**src/rtl/mem_pkg.sv**
```systemverilog
// Shared encodings and bus-width helpers for the MEM stage and its load extender.
package mem_pkg;

  localparam logic [2:0] LD_W   = 3'd0;
  localparam logic [2:0] LD_B   = 3'd1;
  localparam logic [2:0] LD_BU  = 3'd2;
  localparam logic [2:0] LD_H   = 3'd3;
  localparam logic [2:0] LD_HU  = 3'd4;
  localparam logic [2:0] LD_WU  = 3'd5;
  localparam logic [2:0] LD_D   = 3'd6;
  localparam logic [2:0] LD_RSV = 3'd7;

  typedef enum logic [1:0] {
    ST_IDLE  = 2'd0,
    ST_WAIT  = 2'd1,
    ST_HOLD  = 2'd2,
    ST_DRAIN = 2'd3
  } mem_state_e;

  localparam logic STOP    = 1'b1;
  localparam logic NO_STOP = 1'b0;

  // {ld_type, pc, ram_en, ram_wen, sel_rf_res, rf_we, rf_waddr, ex_result}
  function automatic int ex2mem_wd(input int data_w, input int rf_aw);
    return 3 + 32 + 1 + data_w / 8 + 1 + 1 + rf_aw + data_w;
  endfunction

  // {pc, rf_we, rf_waddr, rf_wdata}
  function automatic int mem2wb_wd(input int data_w, input int rf_aw);
    return 32 + 1 + rf_aw + data_w;
  endfunction

  // {rf_we, rf_waddr, rf_wdata}
  function automatic int mem2rf_wd(input int data_w, input int rf_aw);
    return 1 + rf_aw + data_w;
  endfunction

endpackage

```
**src/rtl/load_ext.sv**
```systemverilog
// Combinational load extractor: picks the byte/half/word lane selected by the
// address offset and sign- or zero-extends it to the register width.
module load_ext
  import mem_pkg::*;
#(
  parameter int DATA_W = 32,
  parameter int OFF_W  = $clog2(DATA_W / 8)
) (
  input  logic [DATA_W-1:0] raw,
  input  logic [OFF_W-1:0]  off,
  input  logic [2:0]        ld_type,
  output logic [DATA_W-1:0] data
);

  logic [OFF_W-1:0] off_h;
  logic [OFF_W-1:0] off_w;
  logic [7:0]       b8;
  logic [15:0]      h16;
  logic [31:0]      w32;

  // Halfword and word lanes ignore the low offset bits; misalignment never reaches here.
  assign off_h = off & ~OFF_W'(1);
  assign off_w = off & ~OFF_W'(3);

  assign b8  = 8'(raw >> {off, 3'b000});
  assign h16 = 16'(raw >> {off_h, 3'b000});
  assign w32 = 32'(raw >> {off_w, 3'b000});

  always_comb begin
    data = DATA_W'($signed(w32));
    case (ld_type)
      LD_B:  data = DATA_W'($signed(b8));
      LD_BU: data = DATA_W'(b8);
      LD_H:  data = DATA_W'($signed(h16));
      LD_HU: data = DATA_W'(h16);
      LD_WU: if (DATA_W == 64) data = DATA_W'(w32);
      LD_D:  if (DATA_W == 64) data = raw;
      LD_W, LD_RSV: data = DATA_W'($signed(w32));
      default: data = DATA_W'($signed(w32));
    endcase
  end

endmodule

```
**src/rtl/mem_stage_ls.sv**
```systemverilog
// MEM pipeline stage: latches the EX->MEM bus, completes variable-latency loads
// and drives the WB bus and the ID forwarding bus.
module mem_stage_ls
  import mem_pkg::*;
#(
  parameter int DATA_W    = 32,
  parameter int RF_AW     = 5,
  parameter int STALL_W   = 6,
  parameter int STAGE_IDX = 3
) (
  input  logic                                clk,
  input  logic                                rst,
  input  logic [STALL_W-1:0]                  stall,
  input  logic                                flush,
  input  logic [ex2mem_wd(DATA_W, RF_AW)-1:0] ex_to_mem_bus,
  input  logic [DATA_W-1:0]                   data_sram_rdata,
  input  logic                                data_sram_rvalid,
  output logic                                stallreq_mem,
  output logic [mem2wb_wd(DATA_W, RF_AW)-1:0] mem_to_wb_bus,
  output logic [mem2rf_wd(DATA_W, RF_AW)-1:0] mem_to_rf_bus
);

  localparam int EX2MEM_WD = ex2mem_wd(DATA_W, RF_AW);
  localparam int WEN_W     = DATA_W / 8;
  localparam int OFF_W     = $clog2(WEN_W);
  localparam int SEL_POS   = DATA_W + RF_AW + 1;
  localparam int WEN_POS   = SEL_POS + 1;
  localparam int EN_POS    = WEN_POS + WEN_W;

  logic [EX2MEM_WD-1:0] ex_r;
  logic [EX2MEM_WD-1:0] ex_nxt;
  logic                 upd;
  logic                 nxt_is_ld;

  logic [2:0]        ld_type;
  logic [31:0]       pc;
  logic              ram_en;
  logic [WEN_W-1:0]  ram_wen;
  logic              sel_rf_res;
  logic              rf_we;
  logic [RF_AW-1:0]  rf_waddr;
  logic [DATA_W-1:0] ex_result;

  mem_state_e        state;
  mem_state_e        state_nxt;
  logic [DATA_W-1:0] rd_q;
  logic [DATA_W-1:0] raw;
  logic [DATA_W-1:0] ld_data;
  logic [DATA_W-1:0] rf_wdata;
  logic              rf_we_out;
  logic              is_ld;
  logic              unused_stall;

  assign unused_stall = ^stall;

  assign {ld_type, pc, ram_en, ram_wen, sel_rf_res, rf_we, rf_waddr, ex_result} = ex_r;
  assign is_ld = ram_en & (ram_wen == '0) & sel_rf_res;

  // Pipeline register update: flush beats bubble beats advance; otherwise hold.
  always_comb begin
    ex_nxt = ex_r;
    upd    = 1'b0;
    if (flush) begin
      ex_nxt = '0;
      upd    = 1'b1;
    end else if (stall[STAGE_IDX] == STOP && stall[STAGE_IDX+1] == NO_STOP) begin
      ex_nxt = '0;
      upd    = 1'b1;
    end else if (stall[STAGE_IDX] == NO_STOP) begin
      ex_nxt = ex_to_mem_bus;
      upd    = 1'b1;
    end
  end

  assign nxt_is_ld = ex_nxt[EN_POS] & (ex_nxt[WEN_POS +: WEN_W] == '0) & ex_nxt[SEL_POS];

  always_ff @(posedge clk or posedge rst) begin
    if (rst) ex_r <= '0;
    else     ex_r <= ex_nxt;
  end

  // Memory returns exactly one single-cycle rvalid pulse per issued read, in order;
  // there is no ready, so every response must be consumed or dropped on arrival.
  always_comb begin
    state_nxt = state;
    case (state)
      ST_IDLE, ST_HOLD: begin
        if (upd) state_nxt = nxt_is_ld ? ST_WAIT : ST_IDLE;
      end
      ST_WAIT: begin
        if (data_sram_rvalid) begin
          if (upd) state_nxt = nxt_is_ld ? ST_WAIT : ST_IDLE;
          else     state_nxt = ST_HOLD;
        end else if (upd) begin
          state_nxt = ST_DRAIN;
        end
      end
      ST_DRAIN: begin
        if (data_sram_rvalid) state_nxt = nxt_is_ld ? ST_WAIT : ST_IDLE;
      end
      default: state_nxt = ST_IDLE;
    endcase
  end

  always_ff @(posedge clk or posedge rst) begin
    if (rst) begin
      state <= ST_IDLE;
      rd_q  <= '0;
    end else begin
      state <= state_nxt;
      if (state == ST_WAIT && data_sram_rvalid) rd_q <= data_sram_rdata;
    end
  end

  // Same-cycle response is bypassed so zero-wait memory never stalls.
  assign raw = (state == ST_WAIT && data_sram_rvalid) ? data_sram_rdata : rd_q;

  load_ext #(
    .DATA_W (DATA_W),
    .OFF_W  (OFF_W)
  ) u_load_ext (
    .raw     (raw),
    .off     (ex_result[OFF_W-1:0]),
    .ld_type (ld_type),
    .data    (ld_data)
  );

  assign stallreq_mem = is_ld & (((state == ST_WAIT) & ~data_sram_rvalid) | (state == ST_DRAIN));

  // Suppress the write while waiting so ID never forwards a stale value.
  assign rf_we_out = rf_we & ~stallreq_mem;
  assign rf_wdata  = is_ld ? ld_data : ex_result;

  assign mem_to_wb_bus = {pc, rf_we_out, rf_waddr, rf_wdata};
  assign mem_to_rf_bus = {rf_we_out, rf_waddr, rf_wdata};

endmodule

```
**config.mk**
```make
export PLATFORM = sky130hd
export DESIGN_NAME = mem_stage_ls
export DESIGN_NICKNAME = d
export VERILOG_FILES = /design/src/rtl/mem_pkg.sv /design/src/rtl/load_ext.sv /design/src/rtl/mem_stage_ls.sv
export SDC_FILE = /design/constraint.sdc
export NUM_CORES = 1
export LEC_CHECK = 0
export CORE_MARGIN = 3
export CORE_UTILIZATION = 47
export CTS_CLUSTER_DIAMETER = 120
export DETAILED_ROUTE_END_ITERATION = 10
export PLACE_DENSITY_LB_ADDON = 0.1
export SYNTH_ARGS = -nofsm -noshare
export SYNTH_HDL_FRONTEND = slang
export SYNTH_SLANG_ARGS = --single-unit
```
**constraint.sdc**
```tcl
create_clock -name clk -period 8.38 [get_ports clk]
set_input_delay 1.676 -clock clk [delete_from_list [all_inputs] [get_ports clk]]
set_output_delay 1.676 -clock clk [all_outputs]
set_load 0.005 [all_outputs]
```
==> run summary <==
Number of flops mapped to enable cells by yosys - 0
Fin Hold WS - 0.493 ns
Critical-path cell with the highest stage delay - clkdlybuf4s50_1
Worst slew pin tran - 1.29 ns
Min-Delay Path Class - reg2reg
Ant. Diodes - 0
All-Layer GR Usage - 23.5%
IR drop worst, VDD - 0.000174 V
Combinational power share - 19.0%
RePlAce Congestion - 0.892
Peak Freq - 153 MHz
Die Y - 117 um
Setup_tns - 0 ns
Layout Cells excl Fill - 850
CP endpoint kind - primary output
CP startpoint kind - input pin
Tmin final - 6.52 ns
Slew Limit Fails - 0
Clock transition at the registers of the reported paths - 0.05 ns
Final hold violation count - 0
Sequential area share after synthesis - 48.7%
CTS Buffer Depth - 2
DR vias - 4663
Share of layout cells above drive strength 1 - 10.3%
Final period utilization - 77.7%
Seq pwr share - 38.9%
Final setup violation count - 0
Crit-path max cell delay - 0.54 ns
Worst Path Buf+Inv - 4
Synth Register Bits - 113
Clock sinks - 113
Final WL - 16000 um
Clock Latency Late Sink - 0.41 ns
Post-placement cell count - 819
DRT Pass-1 Iters - 5
Outcome - completed
Commonest non-fill, non-tap cell in the layout - clkdlybuf4s50_1
Root buffer cell - clkbuf_16
Cell Area, Placed - 7570 um^2
Pin count of the biggest net entering global routing - 78
Syn. warnings - 0
RSZ-0062 raised after global routing - no
Critical Path Stages - 9
Arr. time, crit path - 4.84 ns
Initial Util - 49.4%
Leak pwr - 3.50 nW
Post-synth ARST share - 100%
Delay-heaviest family, CP - buffers and inverters
Relative slew slack - 13.8%
# resized after CTS - 0
Switching Share - 25.3%
Die area - 13700 um^2
Maxcap violations - 0
Top FF cell, synth - dfrtp_1
Clock power share - 42.1%
Via density per instance - 5.49
Worst Path Required - 6.70 ns
Inserted Clock Buffers - 17
IO Count - 230
Final nets - 795
First-pass GRT wire length - 24500 um
CP max FO - 24
Htree depth - 4
CTS tree - built
Most used cell, CP - clkdlybuf4s50_1
Hold Buf Count CTS - 0
Area grow syn2layout - 40.1%
Final Instance Area - 8140 um^2
Critical path cell sequence - clkdlybuf4s50_1 > and3b_2 > buf_4 > mux2i_1 > inv_1 > a311o_1 > a21oi_1 > o31ai_1 > clkdlybuf4s50_1
Mapped Avg Cell Area - 10.8 um^2
IO buf count - 225
Worst Hold Depth - 1
Routed len/inst - 18.8 um
Sw power - 0.411 mW
Vias in the first global route - 4765
GRT overflow - 0
Post-CTS setup repair buffer count - 0
Antenna viol nets, final - 0
CORE AREA - 11800 um^2
Die width - 117 um
Synthesized area - 5810 um^2
Drt drc - 0
Dpl hpwl - 11400 um
PwrDens - 200 nW/um^2
Placement row count - 39
Setup CP Type - in2out
Synth unique cells - 48
Power Total - 1.62 mW
Post-Synthesis Net Count - 661
P_int - 1.21 mW
R2R cell count - 4
Antenna violations before repair - 0
Most frequent cells in the layout - 225 x clkdlybuf4s50_1, 113 x dfrtp_1, 75 x a22o_1
Synth Instances - 540
Setup Skew - 0.00501 ns
Initial detailed-routing violation count - 373
-- area by class of cell --
cell class / count / area [um^2]
fill: 895 / 3620
clock buffer: 20 / 447
multi-input combinational: 290 / 2170
tap: 164 / 205
clock inverter: 11 / 115
sequential: 113 / 2830
inverter: 22 / 85.1
timing repair buffer: 230 / 2290
-- cells in the mapped netlist (all sizes together) (2+ instances only) --
| master | instances | share of area, % |
|---|---|---|
| dfrtp | 113 | 49 |
| buf | 89 | 11 |
| a22o | 75 | 11 |
| a21oi | 40 | 4.1 |
| nor2 | 39 | 2.5 |
| clkbuf | 26 | 1.7 |
| inv | 21 | 1.4 |
| mux2 | 19 | 3.7 |
| mux2i | 14 | 2.4 |
| a31oi | 10 | 1.1 |
| nand2 | 9 | 0.58 |
| o22a | 9 | 1.4 |
| nand2b | 7 | 0.75 |
| nor3 | 7 | 0.60 |
| o21ai | 7 | 0.60 |
| nand3 | 6 | 0.52 |
| a22oi | 5 | 0.88 |
| a311o | 4 | 0.69 |
| o31ai | 4 | 0.52 |
| mux4 | 3 | 1.2 |
| nor3b | 3 | 0.39 |
| o22ai | 3 | 0.32 |
| a221oi | 2 | 0.30 |
| and3b | 2 | 0.30 |
| nand3b | 2 | 0.26 |
| nor2b | 2 | 0.22 |
| nor4 | 2 | 0.22 |
| o21a | 2 | 0.26 |
| o221ai | 2 | 0.30 |
| or3 | 2 | 0.22 |
-- sequential cells by signal, indices dropped and copies added, names as in the netlist --
name,count
rd_q,32
state,2
ex_r,79
-- path summary, 6_finish.rpt --
kind / startpoint / to / slack [ns]
setup / recovery: data_sram_rvalid / mem_to_rf_bus[5] / 1.86
hold / removal: rd_q[1]$_DFF_PP0_ / rd_q[1]$_DFF_PP0_ / 0.49
setup reg to reg: state[1]$_DFFE_PP0P_ / rd_q[24]$_DFF_PP0_ / 6.31
hold reg to reg: rd_q[1]$_DFF_PP0_ / rd_q[1]$_DFF_PP0_ / 0.49
max in group asynchronous: rst / rd_q[17]$_DFF_PP0_ / 5.42
min in group asynchronous: rst / ex_r[49]$_DFFE_PP0P_ / 1.63
-- stage by stage --
| stage | worst slack [ns] | utilization (%) |
|---|---|---|
| final | 1.86 | 69.2 |
| after global routing | 1.71 | 69.2 |
| after CTS | 1.86 | 69.2 |
| after detailed placement | 1.88 | 64.4 |
| after global placement | 1.94 | 64.4 |
| after floorplan | 3.32 | - |
-- routing by layer --
layer	wire length, um	global-route usage [%]	vias to the layer above	part of all wire, %
met3	1160	7.81	21	7.3
met4	252	8.49	0	1.6
met5	0	0	-	0
met2	7980	37.2	184	50
li1	-	-	2148	-
met1	6580	30.2	2310	41
-- power by group through the flow --
stage                     Sequential [mW]  Clock [mW]  Combinational (mW)
final                               0.632       0.683               0.308
after global routing                0.639       0.722               0.335
after CTS                           0.632       0.696               0.310
after detailed placement            0.640           0               0.308
after global placement              0.638           0               0.301
after floorplan                     0.631           0               0.184
-- worst reg2reg max path: stages (launching register included) --
cell,delay [ns]
dfrtp_1,0.41
and3b_2,0.48
buf_4,0.41
mux2i_1,0.41
inv_1,0.19
-- cells by family after synthesis --
group	after synthesis	synth area share, %
AOI/OAI and AO/OA	167	22.3
muxes	36	7.32
xor gates and xnor gates	2	0.302
buffers and inverters	137	14.3
and+or+nand+nor	85	7.07
DFF	113	48.7
Power figures use the tool's default switching activity.
